--- config.mk ---
export PLATFORM = sky130hd
export DESIGN_NAME = mult_share_arbiter
export DESIGN_NICKNAME = d
export VERILOG_FILES = /design/src/rtl/mult_pkg.sv /design/src/rtl/rr_pick.sv /design/src/rtl/mult_share_arbiter.sv
export SDC_FILE = /design/constraint.sdc
export NUM_CORES = 1
export LEC_CHECK = 0
export ABC_AREA = 1
export BUFFER_PORTS_ARGS = -buffer_cell sky130_fd_sc_hd__buf_2
export CAP_MARGIN = 25
export CORE_ASPECT_RATIO = 2
export CORE_MARGIN = 3
export CORE_UTILIZATION = 41
export CTS_CLUSTER_DIAMETER = 40
export DETAILED_ROUTE_END_ITERATION = 16
export GPL_ROUTABILITY_DRIVEN = 0
export PLACE_DENSITY = 0.81
export SLEW_MARGIN = 5
export SYNTH_ARGS = -nofsm -noshare
export SYNTH_HDL_FRONTEND = slang
export SYNTH_SLANG_ARGS = --single-unit
--- constraint.sdc ---
create_clock -name clk -period 2.2 [get_ports clk]
set_input_delay 0.33 -clock clk [delete_from_list [all_inputs] [get_ports clk]]
set_output_delay 0.33 -clock clk [all_outputs]
set_load 0.005 [all_outputs]
--- src/rtl/mult_pkg.sv ---
// Purpose: shared definitions for the multiplier arbiter and the multiplier control/datapath.
// Latency: n/a (types and constants only).
// Backpressure: n/a.
package mult_pkg;

    // Default operand width; product is twice this.
    localparam int MULT_WIDTH = 8;

    // Arbiter FSM encoding, shared with the multiplier control unit.
    typedef enum logic [1:0] {
        ST_IDLE    = 2'd0,
        ST_ISSUE   = 2'd1,
        ST_RELEASE = 2'd2
    } state_e;

endpackage

--- src/rtl/rr_pick.sv ---
// Purpose: round-robin pick of the first set request bit at or above ptr, wrapping N-1 -> 0.
// Latency: purely combinational.
// Backpressure: none; result is only consumed when the arbiter is idle.
// Ports: req[N] requests, ptr index of highest-priority requester;
//        gnt one-hot winner, index binary winner, any = at least one request set.
module rr_pick #(
    parameter int N  = 4,
    parameter int IW = $clog2(N)
) (
    input  logic [N-1:0]  req,
    input  logic [IW-1:0] ptr,
    output logic [N-1:0]  gnt,
    output logic [IW-1:0] index,
    output logic          any
);

    logic [IW-1:0] idx;

    always_comb begin
        gnt   = '0;
        index = '0;
        any   = 1'b0;
        idx   = '0;
        // Walk N positions starting at ptr; the first hit wins.
        for (int k = 0; k < N; k++) begin
            idx = IW'((int'(ptr) + k) % N);
            if (!any && req[idx]) begin
                any      = 1'b1;
                index    = idx;
                gnt[idx] = 1'b1;
            end
        end
    end

endmodule

--- src/rtl/mult_share_arbiter.sv ---
// Purpose: shares one start/done multiplier among N requesters with round-robin grant.
// Latency: req sampled at edge k -> mul_start from k+1; done seen at edge m -> ack at earliest m+2.
// Backpressure: requesters hold req until their one-cycle ack; only sampled while idle.
// Ports: req/opa/opb per requester in; ack/res/err result out; grant/busy status;
//        mul_start/mul_a/mul_b to multiplier, mul_done/mul_p from multiplier.
module mult_share_arbiter
    import mult_pkg::*;
#(
    parameter int N       = 4,
    parameter int WIDTH   = MULT_WIDTH,
    parameter int TIMEOUT = 64
) (
    input  logic               clk,
    input  logic               rst_n,
    input  logic [N-1:0]       req,
    input  logic [N*WIDTH-1:0] opa,
    input  logic [N*WIDTH-1:0] opb,
    output logic [N-1:0]       ack,
    output logic [2*WIDTH-1:0] res,
    output logic               err,
    output logic [N-1:0]       grant,
    output logic               busy,
    output logic               mul_start,
    output logic [WIDTH-1:0]   mul_a,
    output logic [WIDTH-1:0]   mul_b,
    input  logic               mul_done,
    input  logic [2*WIDTH-1:0] mul_p
);

    localparam int IW = $clog2(N);
    localparam int CW = $clog2(TIMEOUT + 1);

    state_e             state_q,     state_d;
    logic [IW-1:0]      ptr_q,       ptr_d;
    logic [IW-1:0]      gidx_q,      gidx_d;
    logic [N-1:0]       grant_q,     grant_d;
    logic [N-1:0]       ack_q,       ack_d;
    logic [WIDTH-1:0]   mul_a_q,     mul_a_d;
    logic [WIDTH-1:0]   mul_b_q,     mul_b_d;
    logic               mul_start_q, mul_start_d;
    logic [2*WIDTH-1:0] res_q,       res_d;
    logic               err_q,       err_d;
    logic [CW-1:0]      cnt_q,       cnt_d;

    logic [N-1:0]       pick_gnt;
    logic [IW-1:0]      pick_idx;
    logic               pick_any;

    rr_pick #(.N(N), .IW(IW)) u_rr_pick (
        .req   (req),
        .ptr   (ptr_q),
        .gnt   (pick_gnt),
        .index (pick_idx),
        .any   (pick_any)
    );

    always_comb begin
        state_d     = state_q;
        ptr_d       = ptr_q;
        gidx_d      = gidx_q;
        grant_d     = grant_q;
        ack_d       = '0;
        mul_a_d     = mul_a_q;
        mul_b_d     = mul_b_q;
        mul_start_d = mul_start_q;
        res_d       = res_q;
        err_d       = err_q;
        cnt_d       = cnt_q;
        case (state_q)
            ST_IDLE: begin
                if (pick_any) begin
                    grant_d     = pick_gnt;
                    gidx_d      = pick_idx;
                    mul_a_d     = opa[pick_idx*WIDTH +: WIDTH];
                    mul_b_d     = opb[pick_idx*WIDTH +: WIDTH];
                    cnt_d       = '0;
                    mul_start_d = 1'b1;
                    state_d     = ST_ISSUE;
                end
            end
            ST_ISSUE: begin
                cnt_d = cnt_q + CW'(1);
                // cnt_q==0 means start has not yet been seen at an edge, so any
                // done seen now is left over and must be ignored.
                if (mul_done && (cnt_q != '0)) begin
                    res_d       = mul_p;
                    err_d       = 1'b0;
                    mul_start_d = 1'b0;
                    state_d     = ST_RELEASE;
                end else if (cnt_q == CW'(TIMEOUT - 1)) begin
                    res_d       = '0;
                    err_d       = 1'b1;
                    mul_start_d = 1'b0;
                    state_d     = ST_RELEASE;
                end
            end
            ST_RELEASE: begin
                // Wait for the multiplier to drop done so the next grant starts clean.
                if (!mul_done) begin
                    ack_d   = grant_q;
                    ptr_d   = (gidx_q == IW'(N - 1)) ? '0 : gidx_q + IW'(1);
                    grant_d = '0;
                    state_d = ST_IDLE;
                end
            end
            default: state_d = ST_IDLE;
        endcase
    end

    always_ff @(posedge clk or negedge rst_n) begin
        if (!rst_n) begin
            state_q     <= ST_IDLE;
            ptr_q       <= '0;
            gidx_q      <= '0;
            grant_q     <= '0;
            ack_q       <= '0;
            mul_a_q     <= '0;
            mul_b_q     <= '0;
            mul_start_q <= 1'b0;
            res_q       <= '0;
            err_q       <= 1'b0;
            cnt_q       <= '0;
        end else begin
            state_q     <= state_d;
            ptr_q       <= ptr_d;
            gidx_q      <= gidx_d;
            grant_q     <= grant_d;
            ack_q       <= ack_d;
            mul_a_q     <= mul_a_d;
            mul_b_q     <= mul_b_d;
            mul_start_q <= mul_start_d;
            res_q       <= res_d;
            err_q       <= err_d;
            cnt_q       <= cnt_d;
        end
    end

    assign ack       = ack_q;
    assign res       = res_q;
    assign err       = err_q;
    assign grant     = grant_q;
    assign busy      = (state_q != ST_IDLE);
    assign mul_start = mul_start_q;
    assign mul_a     = mul_a_q;
    assign mul_b     = mul_b_q;

endmodule

Word level (Yosys, flattened, before mapping)

Cells that the tools add are included.

Bits in registers: 55
Input port bits: 87
Word-level logic and storage cells: 110

$add $sub $neg: 5
Order comparisons: 8
Equal/unequal tests: 7
Shift-type cells: 2
Multiplexer cells: 49
Bitwise operators: 4
Reductions and logical operators: 24

Operators by type and width:

| cell                                                                                | number |
|---|---|
| 32-bit by 6-bit indexed part select with 8-bit output                               | 2 |
| 16-bit 2-to-1 mux                                                                   | 2 |
| 4-bit 2-to-1 mux                                                                    | 8 |
| 2-bit 2-to-1 mux                                                                    | 9 |
| 1-bit 2-to-1 mux                                                                    | 17 |
| 7-bit one-hot mux with 2 select lines                                               | 1 |
| 2-bit by 3-bit < comparator with 1-bit output, second input constant                | 4 |
| 4-bit OR                                                                            | 3 |
| 3-bit AND reduction                                                                 | 3 |
| 1-bit binary-select mux with 2-bit select                                           | 4 |
| 1-bit demux with 2-bit select                                                       | 4 |
| 2-bit by 1-bit greater-or-equal comparator with 1-bit output, second input constant | 4 |
| 1-bit logical AND                                                                   | 8 |
| 4-bit one-hot mux with 2 select lines                                               | 1 |
| 2-bit AND reduction                                                                 | 4 |
| 2-bit nonzero test                                                                  | 4 |
| 7-bit by 1-bit adder with 7-bit output, second input constant                       | 1 |
| 7-bit by 6-bit equality test with 1-bit output, second input constant               | 1 |
| 7-bit 2-to-1 mux                                                                    | 1 |
| 7-bit nonzero test                                                                  | 1 |
| 2-bit one-hot mux with 3 select lines                                               | 1 |
| 2-bit by 1-bit adder with 2-bit output, second input constant                       | 2 |
| 2-bit adder, second input constant                                                  | 2 |
| 2-bit equality test, second input constant                                          | 2 |
| 7 further kinds                                                                     | 10 |

Longest topological paths before layout

Gate-level depths: netlist (run 1).

Depth in word-level cells: 14
Gate-level depth with buffers: 16
Depth with buffers taken out: 14

Modules after synthesis

A second synthesis (run 1) with hierarchy kept.

Cells, all modules: 439
Area, all modules: 3,251.9 µm²

Modules (own cells, without submodules):

| module             | times used | cells an instance | area an instance (µm²) | sequential area each (µm²) |
|---|---|---|---|---|
| mult_share_arbiter | 1          | 365               | 2,811.4                | 1,376.3 |
| rr_pick            | 1          | 74                | 440.4                  | 0.0 |

Least setup slack after synthesis (run 1)

OpenSTA, ideal clock, no wires.

Path type: reg-to-reg
Start point: register ptr_q[0]
End point: register mul_a_q[0] (netlist: mul_a[0])
Library setup time: 0.124 ns
Data arrival time: 2.058 ns
Data required time: 2.076 ns
Slack: 0.018 ns
Stages on the path, launching flop included: 15
Clock period less this slack: 2.182 ns
Cell sequence: dfrtp_1 -> buf_6 -> inv_4 -> ha_1 -> inv_1 -> nand3_2 -> nand2_4 -> nor2_4 -> nor2_1 -> nand2_4 -> nand2_4 -> buf_2 -> nand2_1 -> nand3_1 -> nand3_1

Cells in the longest elaborated chain, start to end: 13
Elaborated cells between the ends (all ways): 27
Classes of those cells: add/sub (3); shift (1); mux (16); reduce/logical (7)

Ends and longest elaborated chain:

| what                                                                            | RTL line                  | source |
|---|---|---|
| from (decl)                                                                     | mult_share_arbiter.sv:34  | `logic [IW-1:0] ptr_q, ptr_d;` |
| from (signal assigned)                                                          | mult_share_arbiter.sv:125 | `ptr_q <= ptr_d;` |
| branches (longest 13 deep; another with 2-bit by 1-bit adder with 2-bit output) | -                         |  |
| to (signal assigned)                                                            | mult_share_arbiter.sv:129 | `mul_a_q <= mul_a_d;` |
| to (decl)                                                                       | mult_share_arbiter.sv:38  | `logic [WIDTH-1:0] mul_a_q, mul_a_d;` |

Several ways; the timed one is not identified. The select of a mux whose other input is x is not followed.
A chain may end at the register's enable or synchronous reset.

Worst setup path in the final report (run 1)

Start point: register ptr_q[0]
End point: register mul_b_q[0] (netlist: mul_b[0])

Cells in the longest elaborated chain, start to end: 13
Elaborated cells between the ends (all ways): 27
Classes of those cells: add/sub (3); shift (1); mux (16); reduce/logical (7)

Ends and longest elaborated chain:

| what                                                                            | RTL line                  | source |
|---|---|---|
| branches (longest 13 deep; another with 2-bit by 1-bit adder with 2-bit output) | -                         |  |
| to (signal assigned)                                                            | mult_share_arbiter.sv:130 | `mul_b_q <= mul_b_d;` |
| to (decl)                                                                       | mult_share_arbiter.sv:39  | `logic [WIDTH-1:0] mul_b_q, mul_b_d;` |

Several ways; the timed one is not identified. The select of a mux whose other input is x is not followed.

==> results.txt, run 1 <==
- Sorting the synthesized cells by area gives the leading types as sky130_fd_sc_hd__dfrtp_1 (41%), sky130_fd_sc_hd__nand2_1 (17%), sky130_fd_sc_hd__nand3_1 (10%).
- Final setup vio count: 0
- Once detailed placement completed, the half-perimeter wirelength came to 7.04 mm.
* Post-route fraction of the period consumed by the critical path: 0.953
- TritonCTS built the clock tree.
- Entering global routing, the biggest net connects 28 pins.
* GRT Residual Overflow: 0
- Startpoint of the most critical register-to-register path: ptr_q[0]
* Area Growth Syn to Fin: 32.1%
* Startpoint types: register
- Clock latency at the later pin of the worst-skew pair: 0.29 ns
- Dividing the detail-routed via count by the number of cells gives 4.88.
- Total non-filler cell area in the finished layout: 4450 um2
- Once placement completed, the tool counted placed cells totaling 696.
* WP data required: 2.43 ns
- In the final routed layout, each cell accounts on average for 12.8 um.
- Utilization of the core after routing: 0.561
- Synth Cell Area: 3370 um2
- Area used by multi-input combinational logic: 1640 um2
- Min-delay worst type: input pin to asynchronous set/reset pin
* Total Nets Final: 712
- Number of design-rule violations left by the first detailed-router iteration: 142
- Total CTS buffers: 5
- Final-report hold violation count: 0
- Average cell area after synthesis: 7.20 um2
- The die is 134 um tall.
* Initial antenna violation count: 0
* CTS Root Buffer Type: sky130_fd_sc_hd__clkbuf_16
* Total detailed-routing wirelength: 9.15 mm
- Hold timing on the final database bottoms out at a slack of 0.0268 ns.
* Total of fill cells in the finished design: 757
* Floorplan Core Area: 7940 um2
* Final routed DRC violation total: 0
* Global-route wire length before repair: 14.9 mm
- Max-slew violation count: 0
- Most common library cell in the layout ignoring fill and taps: sky130_fd_sc_hd__nand2_1
* Most frequently used flop master after synthesis: sky130_fd_sc_hd__dfrtp_1
* Share of Yosys cell area claimed by the top area cell type: 0.408
- Internal Dissipation: 3.91 mW
* Post-synthesis sequential element count: 55
- For the worst flop-to-flop path, the logic depth is 14.
- For this run, the total global-route usage over all layers was measured as 0.191.
- In the layout the commonest cells are sky130_fd_sc_hd__nand2_1 (152), sky130_fd_sc_hd__buf_2 (129), sky130_fd_sc_hd__nand3_1 (69).
- Clock-pin slew was measured on the worst setup and hold paths at 0.07 ns.
- Worst clock skew on the final layout: 0.00482 ns
- Library cell with the largest summed area after synthesis: sky130_fd_sc_hd__dfrtp_1
- Timing would allow up to 477 MHz.
* CP arrival: 2.33 ns
- Total Power Consumption: 7.37 mW
- Static power due to leakage: 2.58 nW
* Vias in the first global route: 3443
- Maxcap violations: 0
- Register area: 1380 um2
- For the pin with the worst max-slew slack, the measured transition is 0.572 ns.
- Clock period minus worst slack: 2.10 ns
- Prior to clock tree synthesis, the placed netlist has a worst setup slack of -0.0570 ns.
- Counting every sink on the clock net gives 55.
- Critical Path Source: ptr_q[0]
- The run finished with clean final reports.
- Cell Rows: 46
- Maximum level of the CTS H-tree: 2
- In this run the remaining antenna-violating nets after routing total 0.
* Die extent in x: 70.1 um
* Total iterations of the first detailed-routing run: 4
- The cell count after synthesis came out at 468.
- Distinct cell type count of the synthesized netlist: 32
* Share of the yosys chip area belonging to registers: 0.408
- In the final layout, the share of cells above drive strength 1 is 0.320.
* Worst Setup End Kind: register
- Max IR drop VDD: 866 uV
- The final route contains 3477 vias.
* Largest driver fanout on the critical path: 12
* Post-route insts no fill: 712
- Post-synth EDFFs: 0
- Initial Util: 0.424
* Yosys warnings: 0
- Of the total power, combinational logic draws 0.650.
- Of the total power, the share spent switching nets is 0.469.
* # port buffers: 129
* Synth Net Count: 565
- Number of buffers on the longest clock path: 2
- Number of top-level pins: 130
* ANT cells: 0
* WS Path Type: register to register
* Die area: 9410 um2
- In the post-route analysis, the smallest setup slack over all paths is 0.104 ns.
- Switching power: 3.46 mW
- Portion of total power attributed to the clock network: 0.125
- In this run the power density over the cells is 1650 nW/um2.
- For this run, asynchronously set or reset flops after synthesis account for 1.00.
- Of the total power, registers draw 0.225.
- Sum of negative setup slack: 0 ns
* Headroom to the max-slew limit: 0.619
- After detailed placement, the total cell area comes to 4160 um2.
[Yosys cell counts, types with 2 or more instances]
cell,n
sky130_fd_sc_hd__dfrtp_1,55
sky130_fd_sc_hd__buf_6,5
sky130_fd_sc_hd__nand2_1,152
sky130_fd_sc_hd__buf_2,5
sky130_fd_sc_hd__clkbuf_1,3
sky130_fd_sc_hd__or2_2,5
sky130_fd_sc_hd__a21oi_1,12
sky130_fd_sc_hd__inv_1,67
sky130_fd_sc_hd__buf_4,2
sky130_fd_sc_hd__o31ai_1,2
sky130_fd_sc_hd__nor2_1,22
sky130_fd_sc_hd__nand3_1,69
sky130_fd_sc_hd__nand2_4,4
sky130_fd_sc_hd__clkinv_1,2
sky130_fd_sc_hd__o21ai_0,14
sky130_fd_sc_hd__nand3_2,3
sky130_fd_sc_hd__nor2_2,2
sky130_fd_sc_hd__ha_1,10
sky130_fd_sc_hd__nand2_2,6
sky130_fd_sc_hd__nor2_4,3
sky130_fd_sc_hd__inv_2,4
sky130_fd_sc_hd__o22ai_1,5
sky130_fd_sc_hd__or2_0,7
[final timing paths]
kind | to | slack [ns]
worst max-delay path | mul_b[0] | 0.10
worst min-delay path | cnt_q[1] | 0.03
worst max register to register | mul_b[0] | 0.10
worst min register to register | res[15] | 0.47
max in group asynchronous | res[11] | 1.51
min in group clk | res[9] | 0.27
[power groups by stage]
stage | sequential, mW | combinational, mW | clock [mW]
global placement | 1.67 | 4.14 | 0
global route | 1.71 | 5.36 | 0.984
CTS | 1.66 | 4.40 | 0.938
finish | 1.66 | 4.79 | 0.922
floorplan | 1.71 | 3.12 | 0
detailed placement | 1.67 | 4.33 | 0
[critical path: stages, from the launching register on]
cell	delay, ns
sky130_fd_sc_hd__dfrtp_1	0.42
sky130_fd_sc_hd__inv_4	0.08
sky130_fd_sc_hd__buf_4	0.16
sky130_fd_sc_hd__nand2_2	0.06
sky130_fd_sc_hd__nand2_1	0.08
sky130_fd_sc_hd__nand2_2	0.08
sky130_fd_sc_hd__nand2_4	0.10
sky130_fd_sc_hd__clkinv_4	0.09
sky130_fd_sc_hd__nand4_4	0.15
sky130_fd_sc_hd__inv_4	0.07
sky130_fd_sc_hd__nand2_1	0.06
sky130_fd_sc_hd__nand2_1	0.11
sky130_fd_sc_hd__nor2_4	0.28
sky130_fd_sc_hd__nand3_1	0.16
sky130_fd_sc_hd__nand3_1	0.12
[logic make-up after synthesis]
logic type,synth area share
buffers and inverters,0.118
adders and majority gates,0.0371
AOI/OAI and AO/OA,0.0598
DFF,0.408
and+or+nand+nor,0.377
[cell type report]
type                    instances  share of cell area
multi-input cells             324               0.369
flip-flops and latches         55               0.309
repair buffers                154               0.191
inverters                      75              0.0654
clock buffers                   6              0.0312
well taps                      96              0.0270
clock inverters                 2             0.00787
[state kept, by name, summed over array words and instances, names as in the netlist]
signal     flops
grant          4
gidx_q         2
mul_b          8
err            1
ack            4
cnt_q          7
ptr_q          2
state_q        2
mul_start      1
mul_a          8
res           16
[what timing repair did]
item,CTS,global route
endpoints found under the setup margin,16,34
pin swaps,0,7
hold buffers,0,0
buffers inserted,0,7
resized for setup,3,6
cloned,0,1
[per-layer routing]
metal  part of all wire  routed length (um)  global-route usage  vias to the layer above
li1                   -                   -                   -                     1749
met1               0.36                3280               0.199                     1591
met2               0.57                5190               0.369                      118
met3              0.048                 437              0.0240                       19
met4              0.026                 238              0.0874                        0
met5                  0                   0                   0                        -
No activity file was read; power rests on OpenSTA's default activity.
==> inputs of run 2 (changes only) <==
--- a/config.mk
+++ b/config.mk
@@ -15,6 +15,7 @@
 export DETAILED_ROUTE_END_ITERATION = 16
 export GPL_ROUTABILITY_DRIVEN = 0
 export PLACE_DENSITY = 0.81
+export RECOVER_POWER = 25
 export SLEW_MARGIN = 5
 export SYNTH_ARGS = -nofsm -noshare
 export SYNTH_HDL_FRONTEND = slang
==> results.txt, run 2 (synthesis results as in run 1) <==
* Die extent in x: 70.1 um
- Data on the critical path arrives at its endpoint at 2.32 ns.
- The detailed router finished its first iteration with 140 violations.
- After detailed placement, the total cell area comes to 4160 um2.
- # hold bufs at CTS: 0
- Routed length per instance: 12.8 um
- Final routed DRC violation total: 0
- Total non-filler cell area in the finished layout: 4450 um2
- The floorplan has 46 rows.
* Result of the run: completed
- Data on the critical path is required at its endpoint by 2.43 ns.
- Excluding fillers, the count of instances in the completed layout stands at 712.
* Total routing resource utilization after global routing: 0.191
- Average via count per standard cell: 4.88
- Input and output buffers added on the ports amount to 129.
- CTS placed an instance of sky130_fd_sc_hd__clkbuf_16 at the clock tree root.
* Vias in the first global route: 3443
* Clock transition at the register clock pins on the worst setup and hold paths after CTS: 0.07 ns
- The first detailed-routing pass took 4 iterations.
- Global routing finished with a remaining overflow of 0.
- Transition time of the tightest slew-check pin: 1.36 ns
- Compared with the post-synthesis result, the final layout area differs by 32.0%.
* Number of buffers on the longest clock path: 2
- Total buffers and inverters traversed by the critical path: 4
* Sum of negative setup slack: 0 ns
- Final-report hold violation count: 0
- Number of top-level pins: 130
- Number of clock sinks: 55
* Total Power Consumption: 7.37 mW
- Initial antenna violation count: 0
- Highest attainable clock frequency: 479 MHz
- The HPWL after detailed placement is 7.04 mm.
- Number of flip-flops under the largest register name: 16
- Headroom to the max-slew limit: 0.0912
- The repair_antennas step left the layout with diodes totalling 0.
- Total Nets Final: 712
- The floorplan step defined a die boundary enclosing 9410 um2.
- Clock period minus worst slack: 2.09 ns
- The slowest stage of the critical path belongs to the cell sky130_fd_sc_hd__dfrtp_1.
- Largest net degree at the start of global routing: 28
* Most used cells in the layout excluding fill and tap cells: sky130_fd_sc_hd__nand2_1 (152), sky130_fd_sc_hd__buf_2 (128), sky130_fd_sc_hd__nand3_1 (69)
- Clock latency at the later pin of the worst-skew pair: 0.29 ns
- Counting the fill cells in the layout gives 755.
- The final number of max-transition violations is 0.
* Maxcap violations: 0
- Critical path's most frequent cell: sky130_fd_sc_hd__nand2_1
* WS Path Type: register to register
* Min-delay worst type: input pin to register
* Most common library cell in the layout ignoring fill and taps: sky130_fd_sc_hd__nand2_1
* Top cell family by delay on the critical path: simple AND/OR/NAND/NOR gates
* Maximum level of the CTS H-tree: 2
- In this run, placement finished with an instance count of 696.
- In the final layout, the share of cells above drive strength 1 is 0.318.
- VDD sags by at most 869 uV.
- In this run the power density over the cells is 1660 nW/um2.
- Number of routed nets with antenna violations: 0
- The worst path meets setup with 0.111 ns of slack.
- Ordered cell list for the critical path: inv_4 > buf_4 > nand2_2 > nand2_1 > nand2_2 > nand2_4 > clkinv_4 > nand4_4 > inv_4 > nand2_1 > nand2_1 > nor2_4 > nand3_1 > nand3_1
- Worst Setup Slack post-DPL: -0.0570 ns
- Initial Util: 0.424
* Largest driver fanout on the critical path: 12
- Measured on the finished design, the core utilization comes to 0.560.
- Global-route wire length before repair: 14.9 mm
- Post-Route Hold Slack: 0.267 ns
- Final setup vio count: 0
* Longest individual stage delay on the worst path: 0.42 ns
* Post-route fraction of the period consumed by the critical path: 0.950
* Static power due to leakage: 2.58 nW
- Between clock sinks in the finished design, the worst skew comes to 0.00475 ns.
- TritonCTS built the clock tree.
- The floorplan step set the die height to 134 um.
- The worst setup path is launched from a register.
* Total CTS buffers: 5
- DR vias: 3478
- STA classifies the critical path endpoint as a register.
- The routed design has 9.14 mm of wire.
* Floorplan Core Area: 7940 um2
[run 2: layer usage]
layer | share of wire | track usage | up-vias
li1 | - | - | 1747
met1 | 0.35 | 0.199 | 1595
met2 | 0.57 | 0.369 | 118
met3 | 0.049 | 0.0240 | 18
met5 | 0 | 0 | -
met4 | 0.024 | 0.0874 | 0
[run 2: worst paths after layout]
path,cells after the start,slack [ns],endpoint,from
max in group asynchronous,2,0.78,mul_a[2],rst_n
worst max-delay path,14,0.11,mul_b[0],ptr_q[0]
min in group asynchronous,1,0.33,cnt_q[1],rst_n
worst min-delay path,3,0.27,res[9],mul_p[9]
worst min register to register,2,0.47,res[15],res[15]
worst max register to register,14,0.11,mul_b[0],ptr_q[0]
[run 2: report_power, final]
| group | switching, mW | internal (mW) | total [mW] |
|---|---|---|---|
| logic | 2.89 | 1.90 | 4.79 |
| clock network | 0.356 | 0.566 | 0.922 |
| registers | 0.214 | 1.44 | 1.66 |
[run 2: worst register-to-register path, cell delays in order (launching register included)]
cell and delay [ns]:
sky130_fd_sc_hd__dfrtp_1 0.42, sky130_fd_sc_hd__inv_4 0.08, sky130_fd_sc_hd__buf_4 0.16, sky130_fd_sc_hd__nand2_2 0.07, sky130_fd_sc_hd__nand2_1 0.08, sky130_fd_sc_hd__nand2_2 0.08, sky130_fd_sc_hd__nand2_4 0.10, sky130_fd_sc_hd__clkinv_4 0.09
sky130_fd_sc_hd__nand4_4 0.15, sky130_fd_sc_hd__inv_4 0.07, sky130_fd_sc_hd__nand2_1 0.06, sky130_fd_sc_hd__nand2_1 0.11, sky130_fd_sc_hd__nor2_4 0.28, sky130_fd_sc_hd__nand3_1 0.16, sky130_fd_sc_hd__nand3_1 0.12
[run 2: area by class of cell]
class / instances / area [um2] / area share
clock inverters: 2 / 35.0 / 0.00787
multi-input cells: 324 / 1640 / 0.369
clock buffers: 6 / 139 / 0.0312
well taps: 96 / 120 / 0.0270
repair buffers: 154 / 846 / 0.190
flip-flops and latches: 55 / 1380 / 0.309
inverters: 75 / 292 / 0.0655
[run 2: repair_timing]
action,CTS,global route
setup endpoints to repair,16,34
pin swaps,0,7
buffers inserted,0,7
gates resized for setup,3,6
endpoints found under the hold margin,0,0
cloned,0,1
==> inputs of run 3 (changes only) <==
--- a/config.mk
+++ b/config.mk
@@ -10,11 +10,11 @@
 export CAP_MARGIN = 25
 export CORE_ASPECT_RATIO = 2
 export CORE_MARGIN = 3
-export CORE_UTILIZATION = 41
+export CORE_UTILIZATION = 45
 export CTS_CLUSTER_DIAMETER = 40
 export DETAILED_ROUTE_END_ITERATION = 16
 export GPL_ROUTABILITY_DRIVEN = 0
-export PLACE_DENSITY = 0.81
+export PLACE_DENSITY = 0.86
 export RECOVER_POWER = 25
 export SLEW_MARGIN = 5
 export SYNTH_ARGS = -nofsm -noshare
==> results.txt, run 3 (synthesis results as in run 1) <==
* Initial antenna violation count: 0
* Area Growth Syn to Fin: 30.5%
- Clock tree synthesis selected as its root buffer the cell sky130_fd_sc_hd__clkbuf_16.
* Number of top-level pins: 130
- Largest driver fanout on the critical path: 16
* Cell count of the worst hold path: 3
* Global-route wire length before repair: 13.7 mm
- Average via count per standard cell: 4.95
* Final setup vio count: 0
* Result of the run: completed
- After layout, the worst setup slack is 0.142 ns.
- Total Nets Final: 705
* Min-delay worst type: input pin to register
- TritonCTS created 5 clock buffers.
- Entering global routing, the biggest net connects 56 pins.
* Clock period minus worst slack: 2.06 ns
* Register area: 1380 um2
- The worst register-to-register path has a depth of 12.
- Number of routed nets with antenna violations: 0
- The register with the most flip-flops in the layout has 16 of them.
- Sink of the worst hold path: res[7]
* Total Power Consumption: 7.17 mW
- CTS saw 55 sinks.
- After floorplanning, the core was divided into 44 placement rows.
- Maxcap violations: 0
- The clock reaches the later pin of the worst-skew pair after 0.29 ns.
* Total detailed-routing wirelength: 8.39 mm
* DR vias: 3473
* Total routing resource utilization after global routing: 0.200
- The first routing iteration left 178 violations.
* Total iterations of the first detailed-routing run: 4
* Most common library cell in the layout ignoring fill and taps: sky130_fd_sc_hd__nand2_1
- Worst Setup Slack post-DPL: -0.0517 ns
- Routed length per instance: 12.0 um
* Final routed DRC violation total: 0
* WS Path Type: register to register
* Most used cells in the layout excluding fill and tap cells: sky130_fd_sc_hd__nand2_1 (152), sky130_fd_sc_hd__buf_2 (129), sky130_fd_sc_hd__nand3_1 (69)
- In this run the power density over the cells is 1630 nW/um2.
* Post-route fraction of the period consumed by the critical path: 0.936
* Fraction of layout instances using a drive strength above 1: 0.312
- The worst setup path is captured at a register.
- Hold_sp: mul_p[7]
- Summing all multi-input logic gate instances after layout gives 1640 um2.
- Global routing finished with a remaining overflow of 0.
- Die area: 8630 um2
* TritonCTS clock tree: yes
* Die extent in x: 67.2 um
- # port buffers: 129
- Summed over all cells, the static leakage comes to 2.55 nW.
- Unrepaired setup endpoints after global routing: false
- The worst setup path is launched from a register.
- Data on the critical path is required at its endpoint by 2.38 ns.
- Headroom to the max-slew limit: 0.124
- Summed over all nets, the half-perimeter wirelength after detailed placement is 6.60 mm.
* Clock transition at the register clock pins on the worst setup and hold paths after CTS: 0.07 ns
- Total of fill cells in the finished design: 636
- Number of buffers on the longest clock path: 2
- 0 antenna diodes ended up in the layout.
- Final-report hold violation count: 0
- CP arrival: 2.24 ns
- Measured along the y axis, the die boundary spans 128 um.
- Transition time of the tightest slew-check pin: 1.31 ns
- Hold timing on the final database bottoms out at a slack of 0.266 ns.
- Initial Util: 0.464
* # hold bufs at CTS: 0
* Highest attainable clock frequency: 486 MHz
- Vias in the first global route: 3260
- In this run the critical register-to-register path is captured at mul_a[0].
- Worst clock skew on the final layout: 0.00305 ns
* Startpoint of the most critical register-to-register path: ptr_q[0]
* Max IR drop VDD: 1510 uV
- Register-to-Register Setup Slack: 0.14 ns
- Floorplan Core Area: 7270 um2
- Max-slew violation count: 0
* Maximum level of the CTS H-tree: 2
-- run 3: report_power, final --
part / leakage [nW] / switching, mW / internal, mW
Sequential: 0.695 / 0.223 / 1.44
Combinational: 1.77 / 2.78 / 1.82
Clock: 0.0868 / 0.344 / 0.566
-- run 3: worst max-delay path: stages, from the launching register on --
cell and delay, ns:
sky130_fd_sc_hd__dfrtp_1 0.39, sky130_fd_sc_hd__buf_4 0.21, sky130_fd_sc_hd__nand2_1 0.15, sky130_fd_sc_hd__nand2_1 0.10, sky130_fd_sc_hd__nand2_1 0.06, sky130_fd_sc_hd__nand2_1 0.12
sky130_fd_sc_hd__nand4_4 0.15, sky130_fd_sc_hd__nand2_4 0.16, sky130_fd_sc_hd__nand2_8 0.11, sky130_fd_sc_hd__buf_4 0.16, sky130_fd_sc_hd__or2_0 0.19, sky130_fd_sc_hd__nand3_1 0.08
sky130_fd_sc_hd__nand3_1 0.06
-- run 3: how the worst max path moves through the flow --
stage | endpoint | cells past startpoint | startpoint | slack, ns
6_report | mul_a[0] | 12 | ptr_q[0] | 0.14
5_1_grt | mul_a[0] | 12 | ptr_q[0] | 0.007
4_1_cts | mul_a[0] | 13 | ptr_q[0] | 0.03
3_5_place_dp | mul_a[6] | 14 | ptr_q[0] | -0.05
3_3_place_gp | mul_a[3] | 14 | ptr_q[0] | 0.04
2_1_floorplan | mul_a[0] | 14 | ptr_q[0] | 0.02
-- run 3: timing repair --
| item | 4_1_cts | 5_1_grt |
|---|---|---|
| buffers inserted | 0 | 1 |
| pin swaps | 0 | 4 |
| endpoints found under the setup margin | 16 | 24 |
| gates resized for setup | 2 | 5 |
| gates cloned | 0 | 1 |
-- run 3: layout make-up --
class,count,area share
clock buffer,6,0.0316
clock inverter,2,0.00796
inverter,75,0.0657
multi-input combinational,324,0.373
sequential,55,0.313
tap,92,0.0262
timing repair buffer,147,0.183
-- run 3: routing by layer --
layer,GRT usage,vias up,wire length [um]
li1,-,1737,-
met1,0.209,1555,3020
met2,0.365,154,4570
met3,0.0393,27,552
met4,0.0981,0,244
met5,0,-,0
-- run 3: per-stage QoR --
stage	utilization	TNS, ns	cells	cell area, um2
2_1_floorplan	-	0	468	3370
3_3_place_gp	0.575	0	691	4180
3_5_place_dp	0.575	-0.446	691	4180
4_1_cts	0.601	0	699	4360
5_1_grt	0.606	0	701	4400
6_report	0.606	0	701	4400
